--- src/rtl/mem_bank_arbiter.sv ---
// Two-requester arbiter feeding a memory with independent read and write ports.
// Round-robin per command type, write-wins on same-address hazards, tagged read return.
module mem_bank_arbiter #(
  parameter int ADDR_W = 11,
  parameter int DATA_W = 8
) (
  input  logic              clk,
  input  logic              rst,
  input  logic              a_req,
  input  logic              a_we,
  input  logic [ADDR_W-1:0] a_addr,
  input  logic [DATA_W-1:0] a_wdata,
  input  logic              b_req,
  input  logic              b_we,
  input  logic [ADDR_W-1:0] b_addr,
  input  logic [DATA_W-1:0] b_wdata,
  output logic              a_gnt,
  output logic              b_gnt,
  output logic              a_rvalid,
  output logic              b_rvalid,
  output logic [DATA_W-1:0] a_rdata,
  output logic [DATA_W-1:0] b_rdata,
  output logic              mem_ren,
  output logic              mem_wen,
  output logic [ADDR_W-1:0] mem_raddr,
  output logic [ADDR_W-1:0] mem_waddr,
  output logic [DATA_W-1:0] mem_din,
  input  logic [DATA_W-1:0] mem_dout
);

  typedef enum logic {SEL_A = 1'b0, SEL_B = 1'b1} sel_t;

  sel_t              rd_ptr;
  sel_t              wr_ptr;
  logic              a_rd, b_rd, a_wr, b_wr;
  logic              wr_gnt_a, wr_gnt_b, wr_any;
  logic              rd_pick_a, rd_pick_b, hazard;
  logic              rd_gnt_a, rd_gnt_b, rd_any;
  logic [ADDR_W-1:0] wr_addr, rd_addr;
  logic [DATA_W-1:0] wr_data;
  logic              tag_vld;
  logic              tag_own_b;

  // Arbitration: pick one writer and one reader, then drop the reader on an address clash.
  always_comb begin
    a_rd      = a_req & ~a_we;
    b_rd      = b_req & ~b_we;
    a_wr      = a_req & a_we;
    b_wr      = b_req & b_we;
    wr_gnt_a  = 1'b0;
    wr_gnt_b  = 1'b0;
    rd_pick_a = 1'b0;
    rd_pick_b = 1'b0;
    if (rst) begin
      wr_gnt_a  = 1'b0;
      wr_gnt_b  = 1'b0;
    end else if (a_wr && b_wr) begin
      wr_gnt_a  = (wr_ptr == SEL_A);
      wr_gnt_b  = (wr_ptr == SEL_B);
    end else begin
      wr_gnt_a  = a_wr;
      wr_gnt_b  = b_wr;
    end
    if (rst) begin
      rd_pick_a = 1'b0;
      rd_pick_b = 1'b0;
    end else if (a_rd && b_rd) begin
      rd_pick_a = (rd_ptr == SEL_A);
      rd_pick_b = (rd_ptr == SEL_B);
    end else begin
      rd_pick_a = a_rd;
      rd_pick_b = b_rd;
    end
    wr_any   = wr_gnt_a | wr_gnt_b;
    wr_addr  = wr_gnt_b ? b_addr : a_addr;
    wr_data  = wr_gnt_b ? b_wdata : a_wdata;
    rd_addr  = rd_pick_b ? b_addr : a_addr;
    hazard   = wr_any & (rd_pick_a | rd_pick_b) & (rd_addr == wr_addr);
    rd_gnt_a = rd_pick_a & ~hazard;
    rd_gnt_b = rd_pick_b & ~hazard;
    rd_any   = rd_gnt_a | rd_gnt_b;
    a_gnt    = wr_gnt_a | rd_gnt_a;
    b_gnt    = wr_gnt_b | rd_gnt_b;
  end

  // Pointers, memory command stage and the two-deep read-owner tag pipeline.
  always_ff @(posedge clk) begin
    if (rst) begin
      rd_ptr    <= SEL_A;
      wr_ptr    <= SEL_A;
      mem_ren   <= 1'b0;
      mem_wen   <= 1'b0;
      mem_raddr <= {ADDR_W{1'b0}};
      mem_waddr <= {ADDR_W{1'b0}};
      mem_din   <= {DATA_W{1'b0}};
      tag_vld   <= 1'b0;
      tag_own_b <= 1'b0;
      a_rvalid  <= 1'b0;
      b_rvalid  <= 1'b0;
    end else begin
      if (a_rd && b_rd) begin
        rd_ptr <= rd_gnt_a ? SEL_B : SEL_A;
      end else begin
        rd_ptr <= rd_ptr;
      end
      if (a_wr && b_wr) begin
        wr_ptr <= wr_gnt_a ? SEL_B : SEL_A;
      end else begin
        wr_ptr <= wr_ptr;
      end
      mem_ren <= rd_any;
      mem_wen <= wr_any;
      if (rd_any) begin
        mem_raddr <= rd_addr;
      end else begin
        mem_raddr <= mem_raddr;
      end
      if (wr_any) begin
        mem_waddr <= wr_addr;
        mem_din   <= wr_data;
      end else begin
        mem_waddr <= mem_waddr;
        mem_din   <= mem_din;
      end
      tag_vld   <= rd_any;
      tag_own_b <= rd_gnt_b;
      a_rvalid  <= tag_vld & ~tag_own_b;
      b_rvalid  <= tag_vld & tag_own_b;
    end
  end

  // Memory data arrives in the rvalid cycle, so it is steered rather than registered.
  always_comb begin
    a_rdata = a_rvalid ? mem_dout : {DATA_W{1'b0}};
    b_rdata = b_rvalid ? mem_dout : {DATA_W{1'b0}};
  end

endmodule

--- config.mk ---
export PLATFORM = sky130hd
export DESIGN_NAME = mem_bank_arbiter
export DESIGN_NICKNAME = d
export VERILOG_FILES = /design/src/rtl/mem_bank_arbiter.sv
export SDC_FILE = /design/constraint.sdc
export NUM_CORES = 1
export LEC_CHECK = 0
export CAP_MARGIN = 0
export CORE_ASPECT_RATIO = 0.7
export CORE_MARGIN = 2
export CORE_UTILIZATION = 40
export DETAILED_ROUTE_END_ITERATION = 12
export PLACE_DENSITY = 0.81
export SYNTH_ARGS = -nofsm -noshare
export SYNTH_HDL_FRONTEND = slang
export SYNTH_SLANG_ARGS = --single-unit
--- constraint.sdc ---
create_clock -name clk -period 3.4 [get_ports clk]
set_input_delay 0.85 -clock clk [delete_from_list [all_inputs] [get_ports clk]]
set_output_delay 0.85 -clock clk [all_outputs]
set_load 0.02 [all_outputs]
* Yosys cells after proc, flatten, opt, wreduce, memory -nomap -nowiden *
Cells that the tools add are included.

storage, ports and cells
  register bits after elaboration = 37
  word-level logic and storage cells = 49

cells by class
  eq/ne operators = 1
  muxes and demuxes = 15
  bitwise gates (word level) = 21
  reduce and logical (&&, ||, !) cells = 2

operator list
  kind                 count
  $mux W8              3
  $mux W11             2
  $eq A11 B11 Y1       1
  $and A1 B1 Y1        10
  $mux W1              10
  $not A1 Y1           6
  $or A1 B1 Y1         5
  $logic_and A1 B1 Y1  2

* Logic depth before layout (Yosys ltp) *
  depth in word-level cells = 11
  depth in mapped cells = 7

* Worst setup path after synthesis *
Ideal clock, no wire load.

  path kind = input-to-output
  start = input port rst
  end = output port a_gnt
  arrival = 2380 ps
  data required time = 2550 ps
  path slack = 170 ps
  cell stages on the path = 7
  path through = clkbuf_1 -> or3_1 -> buf_2 -> a32oi_2 -> nor4_2 -> buf_4 -> o21bai_1

between the ends
  cells in the longest elaborated chain, start to end = 7
  elaborated cells between the ends (all ways) = 14
  classes of those cells = eq/ne (1); mux (6); bitwise (7)

ends and longest elaborated chain
  item                                                    RTL line  RTL
  start: declaration                                      8         input logic rst,
  $mux W1 (on tied branches)                              64, 54
  $mux W11, or another cell as far along                  77        rd_addr = rd_pick_b ? b_addr : a_addr;
  $eq A11 B11 Y1 / $and A1 B1 Y1 (equally long branches)  78        hazard = wr_any & (rd_pick_a | rd_pick_b) & (rd_addr == wr_addr);
  $and A1 B1 Y1                                           78
  $not A1 Y1                                              79        rd_gnt_a = rd_pick_a & ~hazard;
  $and A1 B1 Y1                                           79
  $or A1 B1 Y1 (*)                                        82        a_gnt = wr_gnt_a | rd_gnt_a;
  end: declaration                                        17        output logic a_gnt,

Mark *: on every way between the ends. The rest lies on a longest branch, timed or not.

* Worst setup path after layout *
  start = input port a_addr[1]
  end = output port a_gnt

between the ends
  cells in the longest elaborated chain, start to end = 6
  elaborated cells between the ends (all ways) = 7
  classes of those cells = eq/ne (1); mux (2); bitwise (4)

ends and longest elaborated chain
  item                         RTL line  RTL
  start: declaration           11        input logic [ADDR_W-1:0] a_addr,
  $mux W11 (on tied branches)  77, 75
  $eq A11 B11 Y1 (*)           78
  $and A1 B1 Y1 (*)            78
  $not A1 Y1 (*)               79
  $and A1 B1 Y1 (*)            79
  $or A1 B1 Y1 (*)             82

Marks and branches as above.

==> reports/metrics.cfg <==
[hold_path]
min_delay_path_depth = 1
min_to = a_rvalid
hold_start = tag_own_b
hp-class = flip-flop to flip-flop

[run_status]
outcome = finished clean

[routing]
route.detailed.drc = 0
drtPass1Iterations = 4
routed_wirelength_mm = 6.857
ant_nets = 0
viasPerCell = 5.148
num_vias = 2296
wire_per_inst_um = 15.37
drt_first_iter_violations = 133

[global_routing]
first_global_vias = 2266
antenna_found_initial = 0
grt_pass1_wl_mm = 10.61
grt_max_degree = 24
overflow = 0
grt_use_total = 0.2434

[logic_synthesis]
async_flop_share = 0
syn_nets = 279
syn_area_per_cell_um2 = 8.769
yosys.cell_types.count = 41
synth_cells = 227
synth-edff-count = 0
synth_flop_cell = dfxtp_1
synth_warnings = 0
ys_seq_area_frac = 0.3721
synth_seq_cells = 37
syn_area_mm2 = 0.001991

[placement]
gp_congestion = 0.8836
dpl.hpwl_mm = 4.857
dp_slack_ns = -0.7021
port_buffers = 103

[timing]
setup_viol = 0
tightest_slew_ns = 0.4518
post-route-period-util = 0.9891
fmax_mhz = 297.4
hold_viol = 0
setup_slack_ns = 0.03713
finalMaxSlewViolations = 0
period_needed_ns = 3.363
fin_worst_skew_ns = 0.004059
slew_headroom = 0.6988
hold_slack_ns = 0.4214

[layout]
nets = 428
multi_input_area_mm2 = 0.001284
layout-drive-gt1-share = 0.2414
final-seq-area_um2 = 740.7
fill_cells = 359
n_antenna_cell = 0
area_delta_synth_final_pct = 83.41

[floorplan]
coreArea_mm2 = 0.004782
dieArea_mm2 = 0.005566
dieHeight_um = 63.02
die_w_um = 88.32
ioPinCount = 104
initial_core_util = 0.4163
num_rows = 21

[cts]
cts_sinks = 37
cts.clk_slew.worst_paths_ns = 0.08
h-tree-depth = 2
cts_hold_repair.buffers = 0
clk_path_buf_depth = 2
cts_tree = done
ctsRootBufferMaster = clkbuf_8
numCtsBuffers = 5
insertion_delay_ns = 0.29

[setup_path]
critPathCaptureType = output pin
crit_required_ns = 2.55
timing.rr.start = wr_ptr
r2r-end = mem_raddr[0]
critPathArrivalTime_ns = 2.51
path_max_fanout = 4
crit_path_start_kind = input pin
rrSetupSlack_ns = 1.33
r2r_cells = 6
path_class = input pin to output pin

[pwr]
ir_worst_vdd_uv = 166.4
power_density_mw_per_mm2 = 337.7
leakage_nw = 1.503

[run]
drv_cap = 0

-- timing repair --
action,in CTS,in global routing
pin swaps,11,15
resized for setup,39,24
setup buffers,2,4
setup endpoints to repair,2,2
-- layout by cell type, fill, tap and decap left out, types with 2 or more instances in the layout --
cell type,count
nand2b_4,4
mux2i_1,19
o21ai_0,2
or3_1,2
clkbuf_2,5
buf_6,2
nand2b_1,2
dlygate4sd2_1,8
a211oi_1,19
nand3_1,10
clkbuf_8,5
and2_1,17
dfxtp_1,37
buf_4,55
nor2_1,21
xnor2_2,2
nor2b_1,2
nand2_1,26
o221a_1,11
clkdlybuf4s50_1,83
xor2_1,6
inv_1,3
o41a_1,2
clkdlybuf4s15_1,4
a21oi_1,3
-- synth_stat cells, types with 2 or more instances --
cell,count,share of area
dfxtp_1,37,0.37
nand2_1,27,0.051
nor2_1,22,0.041
a211oi_1,19,0.072
mux2i_1,19,0.096
and2_1,17,0.053
o221a_1,11,0.062
clkbuf_1,10,0.019
nand3_1,10,0.025
nand2b_1,6,0.019
xor2_1,6,0.026
a21oi_1,3,0.0075
buf_2,3,0.0075
inv_1,3,0.0057
or3_1,3,0.0094
buf_6,2,0.011
nor2b_1,2,0.0063
o21ai_0,2,0.0050
o41a_1,2,0.011
xnor2_1,2,0.0088
-- registers in the layout, summed over array words and instances (netlist names) --
signal,cells
mem_raddr,11
mem_waddr,11
mem_din,8
a_rvalid,1
b_rvalid,1
mem_wen,1
rd_ptr,1
tag_own_b,1
tag_vld,1
wr_ptr,1
-- cell type report --
| cell class | instances | area share |
|---|---|---|
| clock inverters | 3 | 0.01268 |
| repair buffers | 158 | 0.3873 |
| inverters | 3 | 0.003084 |
| flip-flops and latches | 37 | 0.2029 |
| well taps | 69 | 0.02365 |
| multi-input cells | 171 | 0.3516 |
| clock buffers | 5 | 0.01885 |
-- routing by layer --
layer / wire length (um) / track usage / part of all wire / vias to the layer above
met3: 644 / 0.07926 / 0.094 / 12
met1: 2811 / 0.2863 / 0.41 / 1066
met5: 0 / 0 / 0 / -
met4: 115 / 0.06061 / 0.017 / 0
li1: - / - / - / 1121
met2: 3285 / 0.4239 / 0.48 / 97
-- power breakdown --
group	internal, mW	switching (mW)
registers	0.464	0.0178
clock network	0.220	0.167
logic	0.197	0.168
total	0.881	0.352
-- how the worst max path moves through the flow --
stage	from	end	slack [ns]	cells after the start
5_1_grt	a_addr[1]	a_gnt	-0.06	8
6_report	a_addr[1]	a_gnt	0.04	8
4_1_cts	rst	a_gnt	0.01	8
2_1_floorplan	rst	a_gnt	0.17	7
3_5_place_dp	rst	a_gnt	-0.70	8
3_3_place_gp	rst	a_gnt	-0.65	8
-- metrics by stage --
stage | instances | area (um2) | total power, mW | util | TNS (ns)
floorplan | 227 | 1991 | 0.6338 | - | 0
global route | 446 | 3651 | 1.285 | 0.7635 | -0.09593
finish | 446 | 3651 | 1.233 | 0.7635 | 0
global placement | 432 | 3411 | 0.8277 | 0.7132 | -1.284
CTS | 442 | 3575 | 1.219 | 0.7475 | 0
detailed placement | 432 | 3411 | 0.8336 | 0.7132 | -1.376
-- critical path, cell delays in order --
cell and delay [ns]:
clkdlybuf4s50_1 0.46, xor2_1 0.18, nor2_1 0.27, a32oi_4 0.17, nor4_2 0.15, buf_4 0.18, o21bai_1 0.09, buf_4 0.16
-- logic make-up (layout without fill, tap and decap cells) --
logic type | count (synthesis) | in the layout | synth area share
buffers and inverters | 19 | 169 | 0.04714
AOI/OAI and AO/OA | 48 | 48 | 0.2074
and+or+nand+nor | 96 | 96 | 0.2426
DFF | 37 | 37 | 0.3721
xor gates and xnor gates | 8 | 8 | 0.03520
muxes | 19 | 19 | 0.09554
(Power assumes the default switching activity.)
